<file path="src/rtl/mux_sel_arbiter_pkg.sv">
// Shared types and helpers for the two-requester RC mux arbiter.
// Optional max-hold preemption is enabled by MUX_ARB_MAXHOLD_EN.
package mux_arb_pkg;

  localparam int MUX_ARB_CNT_W = 8;

  typedef enum logic [1:0] {
    IDLE   = 2'd0,
    SETTLE = 2'd1,
    GRANT  = 2'd2
  } mux_arb_state_t;

  // Single request wins outright; a tie goes to the side not served last.
  function automatic logic rr_pick(
    input logic [1:0] req,
    input logic       last
  );
    return (&req) ? ~last : req[1];
  endfunction

  function automatic logic [1:0] sel2gnt(
    input logic sel
  );
    return sel ? 2'b10 : 2'b01;
  endfunction

endpackage

</file>
<file path="src/rtl/mux_sel_arbiter_if.sv">
// Request/grant bundle between requesters and the mux arbiter.
// The arbiter takes the slave view; requesters take the master view.
interface mux_sel_arbiter_if;

  logic [1:0] req;
  logic [1:0] gnt;
  logic       sel;
  logic       sel_valid;
  logic       busy;

  modport master (
    output req,
    input  gnt,
    input  sel,
    input  sel_valid,
    input  busy
  );

  modport slave (
    input  req,
    output gnt,
    output sel,
    output sel_valid,
    output busy
  );

endinterface

</file>
<file path="src/rtl/mux_sel_arbiter_timer.sv">
// Load/decrement down-counter; done flags an enabled count at zero.
// Used for the settle window and, with MUX_ARB_MAXHOLD_EN, hold limit.
module mux_settle_timer
  import mux_arb_pkg::*;
#(
  parameter int W = MUX_ARB_CNT_W
) (
  input  logic         clk,
  input  logic         rst,
  input  logic         load,
  input  logic         en,
  input  logic [W-1:0] ld_val,
  output logic         done
);

  logic [W-1:0] cnt_q;

  always_ff @(posedge clk) begin
    if (rst) begin
      cnt_q <= '0;
    end else if (load) begin
      cnt_q <= ld_val;
    end else if (en && cnt_q != '0) begin
      cnt_q <= cnt_q - W'(1);
    end
  end

  assign done = en && (cnt_q == '0);

endmodule

</file>
<file path="src/rtl/mux_sel_arbiter.sv">
// Round-robin arbiter and settle sequencer owning the RC mux SEL line.
// Define MUX_ARB_MAXHOLD_EN to enable max-hold grant preemption.
module mux_sel_arbiter
  import mux_arb_pkg::*;
#(
  parameter int SETTLE_CYC = 4,
  parameter int MAX_HOLD   = 16
) (
  input  logic                clk,
  input  logic                rst,
  mux_sel_arbiter_if.slave    bus
);

  if (SETTLE_CYC < 1 || SETTLE_CYC > 255) begin : g_bad_settle
    $error("SETTLE_CYC out of range 1..255");
  end
  if (MAX_HOLD < 1 || MAX_HOLD > 255) begin : g_bad_hold
    $error("MAX_HOLD out of range 1..255");
  end

  localparam logic [MUX_ARB_CNT_W-1:0] SET_LD =
    MUX_ARB_CNT_W'(SETTLE_CYC - 1);

  mux_arb_state_t state_q;
  logic [1:0]     gnt_q;
  logic           sel_q;
  logic           settled_q;
  logic           last_q;

  logic [1:0] req;
  logic       win;
  logic       cur;
  logic       oth;
  logic       to_settle;
  logic       to_grant;
  logic       set_done;

  assign req = bus.req;
  assign win = rr_pick(req, last_q);
  assign cur = req[sel_q];
  assign oth = req[~sel_q];

  mux_settle_timer #(
    .W (MUX_ARB_CNT_W)
  ) u_settle (
    .clk    (clk),
    .rst    (rst),
    .load   (to_settle),
    .en     (state_q == SETTLE),
    .ld_val (SET_LD),
    .done   (set_done)
  );

`ifdef MUX_ARB_MAXHOLD_EN
  localparam logic [MUX_ARB_CNT_W-1:0] HOLD_LD =
    MUX_ARB_CNT_W'(MAX_HOLD - 1);

  logic hold_done;

  // Reloaded on every GRANT entry; reaching zero means MAX_HOLD cycles served.
  mux_settle_timer #(
    .W (MUX_ARB_CNT_W)
  ) u_hold (
    .clk    (clk),
    .rst    (rst),
    .load   (to_grant),
    .en     (state_q == GRANT),
    .ld_val (HOLD_LD),
    .done   (hold_done)
  );
`endif

  always_comb begin
    to_settle = 1'b0;
    to_grant  = 1'b0;
    unique case (state_q)
      IDLE: begin
        if (|req) begin
          if (settled_q && sel_q == win) begin
            to_grant = 1'b1;
          end else begin
            to_settle = 1'b1;
          end
        end
      end
      SETTLE: begin
        to_grant = cur && set_done;
      end
      GRANT: begin
`ifdef MUX_ARB_MAXHOLD_EN
        to_settle = oth && (!cur || hold_done);
`else
        to_settle = oth && !cur;
`endif
      end
      default: begin
        to_settle = 1'b0;
      end
    endcase
  end

  always_ff @(posedge clk) begin
    if (rst) begin
      state_q   <= IDLE;
      gnt_q     <= 2'b00;
      sel_q     <= 1'b0;
      settled_q <= 1'b0;
      last_q    <= 1'b1;
    end else begin
      unique case (state_q)
        IDLE: begin
          if (to_grant) begin
            state_q <= GRANT;
            gnt_q   <= sel2gnt(sel_q);
            last_q  <= sel_q;
          end else if (to_settle) begin
            state_q   <= SETTLE;
            sel_q     <= win;
            settled_q <= 1'b0;
          end
        end
        SETTLE: begin
          // A vanished requester aborts before any grant can be issued.
          if (!cur) begin
            state_q <= IDLE;
          end else if (to_grant) begin
            state_q   <= GRANT;
            settled_q <= 1'b1;
            gnt_q     <= sel2gnt(sel_q);
            last_q    <= sel_q;
          end
        end
        GRANT: begin
          if (to_settle) begin
            state_q   <= SETTLE;
            gnt_q     <= 2'b00;
            sel_q     <= ~sel_q;
            settled_q <= 1'b0;
          end else if (!cur) begin
            state_q <= IDLE;
            gnt_q   <= 2'b00;
          end
        end
        default: begin
          state_q <= IDLE;
          gnt_q   <= 2'b00;
        end
      endcase
    end
  end

  assign bus.gnt       = gnt_q;
  assign bus.sel       = sel_q;
  assign bus.sel_valid = settled_q;
  assign bus.busy      = (state_q != IDLE);

endmodule

</file>
<file path="src/flat_wrapper.sv">
// flat-port wrapper written by rule: the top's interface ports become plain ports
module mux_sel_arbiter_flat import mux_arb_pkg::*;
#(
  parameter int SETTLE_CYC = 4,
  parameter int MAX_HOLD   = 16
)
  (clk, rst, bus_req, bus_gnt, bus_sel, bus_sel_valid, bus_busy);
  mux_sel_arbiter_if bus_i ();
  input  logic clk;
  input  logic rst;
  input wire logic [$bits(bus_i.req)-1:0] bus_req;
  output wire logic [$bits(bus_i.gnt)-1:0] bus_gnt;
  output wire logic [$bits(bus_i.sel)-1:0] bus_sel;
  output wire logic [$bits(bus_i.sel_valid)-1:0] bus_sel_valid;
  output wire logic [$bits(bus_i.busy)-1:0] bus_busy;
  assign bus_i.req = bus_req;
  assign bus_gnt = bus_i.gnt;
  assign bus_sel = bus_i.sel;
  assign bus_sel_valid = bus_i.sel_valid;
  assign bus_busy = bus_i.busy;
  mux_sel_arbiter #(.SETTLE_CYC(SETTLE_CYC), .MAX_HOLD(MAX_HOLD)) u_core (.clk(clk), .rst(rst), .bus(bus_i));
endmodule
</file>
<file path="config.mk">
export PLATFORM = sky130hd
export DESIGN_NAME = mux_sel_arbiter_flat
export DESIGN_NICKNAME = d
export VERILOG_FILES = /design/src/rtl/mux_sel_arbiter_pkg.sv /design/src/rtl/mux_sel_arbiter_if.sv /design/src/rtl/mux_sel_arbiter_timer.sv /design/src/rtl/mux_sel_arbiter.sv /design/src/flat_wrapper.sv
export SDC_FILE = /design/constraint.sdc
export NUM_CORES = 1
export LEC_CHECK = 0
export CAP_MARGIN = 20
export CORE_ASPECT_RATIO = 0.75
export CORE_MARGIN = 1
export CORE_UTILIZATION = 31
export CTS_CLUSTER_DIAMETER = 100
export DETAILED_ROUTE_END_ITERATION = 12
export GPL_TIMING_DRIVEN = 0
export MAX_ROUTING_LAYER = met4
export SLEW_MARGIN = 20
export SYNTH_ARGS = -nofsm -noshare
export SYNTH_HDL_FRONTEND = slang
export SYNTH_SLANG_ARGS = --single-unit
</file>
<file path="constraint.sdc">
create_clock -name clk -period 1.8 [get_ports clk]
set_input_delay 0.36 -clock clk [delete_from_list [all_inputs] [get_ports clk]]
set_output_delay 0.36 -clock clk [all_outputs]
set_load 0.01 [all_outputs]
</file>
==> results.cfg, run 1 <==
[power]
p_per_area_mw_per_mm2 = 818.5
p_int_w = 0.0005667
sw_frac_of_total_pct = 32.76
leakagePower_nw = 0.3750
p_clk_share_pct = 23.1
ir_worst_vdd_mv = 0.2216
p_comb_share_pct = 31.1
p_switching_w = 0.0002761
p_seq_share_pct = 45.8

[drt]
wl_met3_um = 29
dr.pass1.iters = 8
drc = 1
met1_length_um = 838
via_count = 671
final_antenna_net_count = 0
wl_met2_um = 746
first_iter_violations = 29
highest_layer = met4
post_drt_wl_per_cell_um = 11.61
wirelength_mm = 1.626
vias_per_cell = 4.793

[floorplanning]
rows = 16
core_mm2 = 0.002603
dieArea_mm2 = 0.002956
pin_count = 9
initial_core_util_pct = 32.64
die_w_um = 62.45
die_h_um = 47.34

[global_route]
grt_max_degree = 11
first_global_vias = 544
grtUsageTotal_pct = 11.45
antenna_found_initial = 0
overflow = 0
grt_first_pass_wirelength_mm = 2.497

[yosys]
synth-compound-area-share_pct = 16.94
synth_warnings = 0
synth-xor-area-share_pct = 8.247
synthCells = 92
synth_area_um2 = 849.6
seq_area_frac_synth_pct = 35.35
syn-num-nets = 98
synthAdderAreaFrac_pct = 2.946
ys_seq_elements = 15
yosysUniqueCellTypes = 32
synthSimpleGateAreaFrac_pct = 27.25
syn_area_per_cell_um2 = 9.234
synthTopCellsByArea = dfxtp_1 (35%), nor2_1 (5.7%), xor2_1 (5.2%)
yosys.area.top_type = dfxtp_1
synth.top_cell.area_share_pct = 35.35
synth_top_family_by_area = simple AND/OR/NAND/NOR gates
synthMuxAreaShare_pct = 5.744

[run_status]
outcome = finished with violations
violations = design-rule violations

[min_path]
holdCritStartpoint = rst
min_path_type = in2reg
hold_end = u_core.bus.gnt[0]$_SDFFE_PP0P_
min_delay_path_depth = 2

[worst_setup_path]
crit_fanout = 6
critPathKind = reg2out
crit_buf_inv = 1
crit_path_top_delay_cell = clkdlybuf4s50_1
cp-startpoint = u_core.bus.sel_valid$_SDFFE_PP0P_
endpoint_kind = primary output
reg2reg_slack_ns = 0.10
worst_ep_required_time_ns = 1.44
regToRegStartpoint = u_core.u_settle.cnt_q[0]$_SDFFE_PP0P_
rr_worst_depth = 7
cp_cell_sequence = clkdlybuf4s50_1
timing.rr.end = u_core.bus.gnt[0]$_SDFFE_PP0P_
crit_family = buffers and inverters
start_kind = register
worstPathArrival_ns = 1.36
crit_path_max_incr_delay_ns = 0.59

[timing]
finalSetupViolCount = 0
fmax_mhz = 582.3
hold_ws_ns = 0.2962
maxSlewViolCount = 0
hold_viol = 0
worstMarginPinSlew_ns = 0.4514
max_slew_margin_pct = 69.73
layout_setup_ws_ns = 0.08273
post-route-period-util_pct = 95.40
min_period_ns = 1.717
finalSetupTns_ns = 0
grt_setup_unrepaired = false
finClkSkew_ns = 0.007781

[clock_network]
h-tree-depth = 1
hold_buffers = 0
cts_buffers = 3
clk_pin_slew_ns = 0.09
cts_tree = done
clk_path_buf_depth = 2
cts_sinks = 15
cts_root_buf = clkbuf_4
clkLatencyLatePin_ns = 0.29

[place]
preCtsSetupSlack_ns = -0.2858
routabilityCongestion = 0.7542
hpwl_mm = 1.173
port_buffers = 7

[layout]
drive_above_1_share_pct = 22.12
diodes = 0
area_growth_pct = 21.21
nets = 111

[job]
maxCapViolCount = 0
synth_stat cells:
| library cell | number |
|---|---|
| dfxtp_1 | 15 |
| nor2_1 | 13 |
| nand2_1 | 9 |
| a21oi_1 | 6 |
| xor2_1 | 5 |
| nand2b_1 | 4 |
| inv_1 | 3 |
| nand3_1 | 3 |
| o21ai_0 | 3 |
| xnor2_1 | 3 |
| a211oi_1 | 2 |
| a21oi_2 | 2 |
| a31oi_1 | 2 |
| a31oi_4 | 2 |
| ha_1 | 2 |
| mux2i_1 | 2 |
| a21boi_2 | 1 |
| and4bb_4 | 1 |
| buf_4 | 1 |
| buf_6 | 1 |
| mux2_4 | 1 |
| mux2i_2 | 1 |
| nand2b_2 | 1 |
| nand3b_1 | 1 |
| nand4_1 | 1 |
| nor2_4 | 1 |
| nor3b_1 | 1 |
| nor4_4 | 1 |
| or2_2 | 1 |
| or3_1 | 1 |
| or3b_1 | 1 |
| or3b_2 | 1 |
routing by layer:
| metal | vias to the layer above | GRT usage (%) |
|---|---|---|
| li1 | 344 | - |
| met3 | 2 | 1.456 |
| met4 | 0 | 5.581 |
| met2 | 9 | 16.96 |
| met5 | - | - |
| met1 | 316 | 15.54 |
placed cells by master, fill, tap and decap left out, types with 2 or more instances in the layout:
cell type / instances
a211oi_1: 2
a21oi_1: 5
nand2b_1: 4
inv_1: 3
clkdlybuf4s50_1: 4
mux2i_1: 2
nand3_1: 3
a21oi_2: 3
a31oi_4: 2
nand2_1: 9
dlymetal6s2s_1: 2
dfxtp_1: 14
xnor2_1: 3
buf_4: 2
ha_1: 2
o21ai_0: 3
a31oi_1: 2
nor2_1: 13
xor2_1: 5
clkbuf_4: 3
worst max-delay path by stage:
| stage | end | slack, ns | depth (start not counted) |
|---|---|---|---|
| 2_1_floorplan | u_core.bus.gnt[0]$_SDFFE_PP0P_ | 0.12 | 6 |
| 3_3_place_gp | u_core.bus.gnt[0]$_SDFFE_PP0P_ | -0.29 | 6 |
| 3_5_place_dp | u_core.bus.gnt[0]$_SDFFE_PP0P_ | -0.29 | 6 |
| 4_1_cts | u_core.bus.gnt[0]$_SDFFE_PP0P_ | 0.008 | 6 |
| 5_1_grt | u_core.bus.gnt[0]$_SDFFE_PP0P_ | 0.009 | 7 |
| 6_report | bus_sel_valid | 0.08 | 1 |
logic make-up after synthesis:
kind of cell,count (synthesis)
AND/OR/NAND/NOR,40
flip-flops,15
buffers and inverters,5
AO/OA/AOI/OAI,18
XOR/XNOR,8
multiplexers,4
adder cells (fa/ha/maj),2
registers in the layout, indices dropped and copies added (netlist names):
| name | count |
|---|---|
| u_core.bus.gnt | 2 |
| u_core.bus.sel | 1 |
| u_core.bus.sel_valid | 1 |
| u_core.last_q | 1 |
| u_core.state_q | 2 |
| u_core.u_settle.cnt_q | 8 |
layout make-up:
| class | count | area [um^2] |
|---|---|---|
| Fill cell | 266 | 1573 |
| Multi-Input combinational cell | 72 | 544.3 |
| Sequential cell | 15 | 301.5 |
| Timing Repair Buffer | 8 | 81.33 |
| Tap cell | 36 | 45.04 |
| Clock buffer | 3 | 22.52 |
| Buffer | 2 | 18.77 |
| Inverter | 3 | 11.26 |
| Clock inverter | 1 | 5.005 |
timing repair:
action                                  CTS  global route
endpoints found under the setup margin    1            12
pin swaps                                 0             0
gates resized for setup                   1             7
buffers inserted                          0             1
metrics by stage:
stage                     utilization [%]  cells  instance area, um^2  power [W]
final                               39.57    140                 1030  0.0008428
after global routing                39.57    140                 1030  0.0009007
after detailed placement            37.07    135                964.7  0.0006429
after global placement              37.07    135                964.7  0.0006392
after CTS                           38.08    139                991.0  0.0008390
after floorplan                         -     92                849.6  0.0005799
power by group through the flow:
stage / Clock, W / Combinational [W] / Sequential, W
after floorplan: 0 / 0.000191 / 0.000388
after global placement: 0 / 0.000249 / 0.000390
after detailed placement: 0 / 0.000252 / 0.000391
after CTS: 0.000204 / 0.000251 / 0.000384
after global routing: 0.000220 / 0.000290 / 0.000391
final: 0.000195 / 0.000262 / 0.000386
Note: power is estimated with default switching activity, not from simulation.
==> run 2: changes to the inputs <==
--- a/config.mk
+++ b/config.mk
@@ -5,7 +5,6 @@
 export SDC_FILE = /design/constraint.sdc
 export NUM_CORES = 1
 export LEC_CHECK = 0
-export CAP_MARGIN = 20
 export CORE_ASPECT_RATIO = 0.75
 export CORE_MARGIN = 1
 export CORE_UTILIZATION = 31
==> results of run 2 <==
Same layout as run 1: the final DEF is identical, and so are final timing and power.
==> run 3: changes to the inputs <==
--- a/config.mk
+++ b/config.mk
@@ -7,9 +7,10 @@
 export LEC_CHECK = 0
 export CORE_ASPECT_RATIO = 0.75
 export CORE_MARGIN = 1
-export CORE_UTILIZATION = 31
+export CORE_UTILIZATION = 39
 export CTS_CLUSTER_DIAMETER = 100
 export DETAILED_ROUTE_END_ITERATION = 12
+export GPL_ROUTABILITY_DRIVEN = 0
 export GPL_TIMING_DRIVEN = 0
 export MAX_ROUTING_LAYER = met4
 export SLEW_MARGIN = 20
==> run 3 against run 2 <==
The flow now finishes without violations. Setup slack worse by 0.0059 ns. Via count shrank 0.60%. Power grew 2.5%. Combinational power rose by 7%. Fmax decreased by 0.34%. Sequential share of layout area rose by 0.16 points. Register-to-register slack worse by 0.02 ns. Non-clock buffer count up 2. Die area down 20%. Flip-flop and latch count is the same. Highest routed layer unchanged.
==> results.cfg, run 3 (synthesis results as in run 1) <==
[run_status]
outcome = complete, no violations

[layout]
diodes = 0
nets = 113
area_growth_pct = 21.06
regMostFlops = u_core.u_settle.cnt_q
largest_register_ffs = 8
drive_above_1_share_pct = 24.53
final_cell_mix = nor2_1 (13), dfxtp_1 (13), nand2_1 (9)

[timing]
finalSetupTns_ns = 0
worstMarginPinSlew_ns = 0.4131
fmax_mhz = 580.3
maxSlewViolCount = 0
finClkSkew_ns = 0.0006195
post-route-period-util_pct = 95.73
grt_setup_unrepaired = false
max_slew_margin_pct = 72.30
layout_setup_ws_ns = 0.07686
hold_viol = 0
min_period_ns = 1.723
finalSetupViolCount = 0

[worst_setup_path]
cp_cell_sequence = inv_1 > ha_1 > nor3b_2 > and4bb_4 > a31oi_4 > mux2_4 > a21oi_2
crit_path_max_incr_delay_ns = 0.36
endpoint_kind = register
crit_buf_inv = 1
worst_ep_required_time_ns = 2.03
critPathKind = reg2reg
crit_fanout = 4
start_kind = register
crit_path_top_delay_cell = dfxtp_1
worstPathArrival_ns = 1.96
crit_family = simple AND/OR/NAND/NOR gates

[power]
ir_worst_vdd_mv = 0.4738
leakagePower_nw = 0.3862
finalPower_w = 0.0008641
p_per_area_mw_per_mm2 = 840.2

[floorplanning]
dieArea_mm2 = 0.002371
pin_count = 9
initial_core_util_pct = 41.81
rows = 14
die_w_um = 55.90
core_mm2 = 0.002032
die_h_um = 42.42

[drt]
dr.pass1.iters = 4
post_drt_wl_per_cell_um = 12.82
first_iter_violations = 17
final_antenna_net_count = 0
via_count = 667
wirelength_mm = 1.667
vias_per_cell = 5.131
drc = 0

[global_route]
grt_max_degree = 11
first_global_vias = 610
grtUsageTotal_pct = 16.12
grt_first_pass_wirelength_mm = 2.856
overflow = 0
antenna_found_initial = 0

[place]
preCtsSetupSlack_ns = -0.3067
hpwl_mm = 1.160
port_buffers = 7

[min_path]
min_path_type = in2reg

[clock_network]
hold_buffers = 0
cts_sinks = 15
clk_path_buf_depth = 2
cts_tree = done
clk_pin_slew_ns = 0.09
h-tree-depth = 1
cts_buffers = 3
cts_root_buf = clkbuf_4
clkLatencyLatePin_ns = 0.29

[job]
maxCapViolCount = 0
==> run 3: cell type report <==
class | count | area [um^2]
clock inverter | 1 | 5.005
sequential | 15 | 302.8
clock buffer | 3 | 22.52
inverter | 3 | 11.26
multi-input combinational | 72 | 541.8
buffer | 2 | 18.77
tap | 24 | 30.03
fill | 196 | 1003
timing repair buffer | 10 | 96.34
==> run 3: metal layers <==
layer / vias up / wire length, um / track usage (%)
li1: 344 / - / -
met1: 305 / 852 / 22.05
met2: 14 / 715 / 22.17
met3: 4 / 88 / 6.790
met4: 0 / 10 / 3.415
met5: - / 0 / -
==> run 3: metrics by stage <==
step / hold WS [ns] / area (um^2) / utilization [%] / cells
floorplan: 0.4547 / 849.6 / - / 92
global placement: 0.4674 / 949.7 / 46.74 / 123
detailed placement: 0.4692 / 949.7 / 46.74 / 123
CTS: 0.2860 / 975.9 / 48.03 / 127
global route: 0.2907 / 1028 / 50.62 / 130
finish: 0.2916 / 1028 / 50.62 / 130
==> run 3: path summary, 6_finish.rpt <==
path	start	endpoint	slack [ns]	cells past startpoint
max	u_core.u_settle.cnt_q[1]$_SDFFE_PP0P_	u_core.bus.gnt[0]$_SDFFE_PP0P_	0.08	7
min	rst	u_core.bus.gnt[0]$_SDFFE_PP0P_	0.29	2
max reg2reg	u_core.u_settle.cnt_q[1]$_SDFFE_PP0P_	u_core.bus.gnt[0]$_SDFFE_PP0P_	0.08	7
min reg2reg	u_core.bus.gnt[0]$_SDFFE_PP0P_	u_core.bus.gnt[0]$_SDFFE_PP0P_	0.48	2
==> run 3: what timing repair did <==
item,4_1_cts,5_1_grt
endpoints found under the setup margin,2,13
pin swaps,0,1
buffers inserted,0,3
gates cloned,0,0
resized for setup,1,8
==> run 3: where the power goes <==
part	switching (W)	total, W	internal, W
logic	0.000145	0.000281	0.000137
registers	0.0000251	0.000385	0.000360
clock network	0.000115	0.000198	0.0000827
total	0.000285	0.000864	0.000579
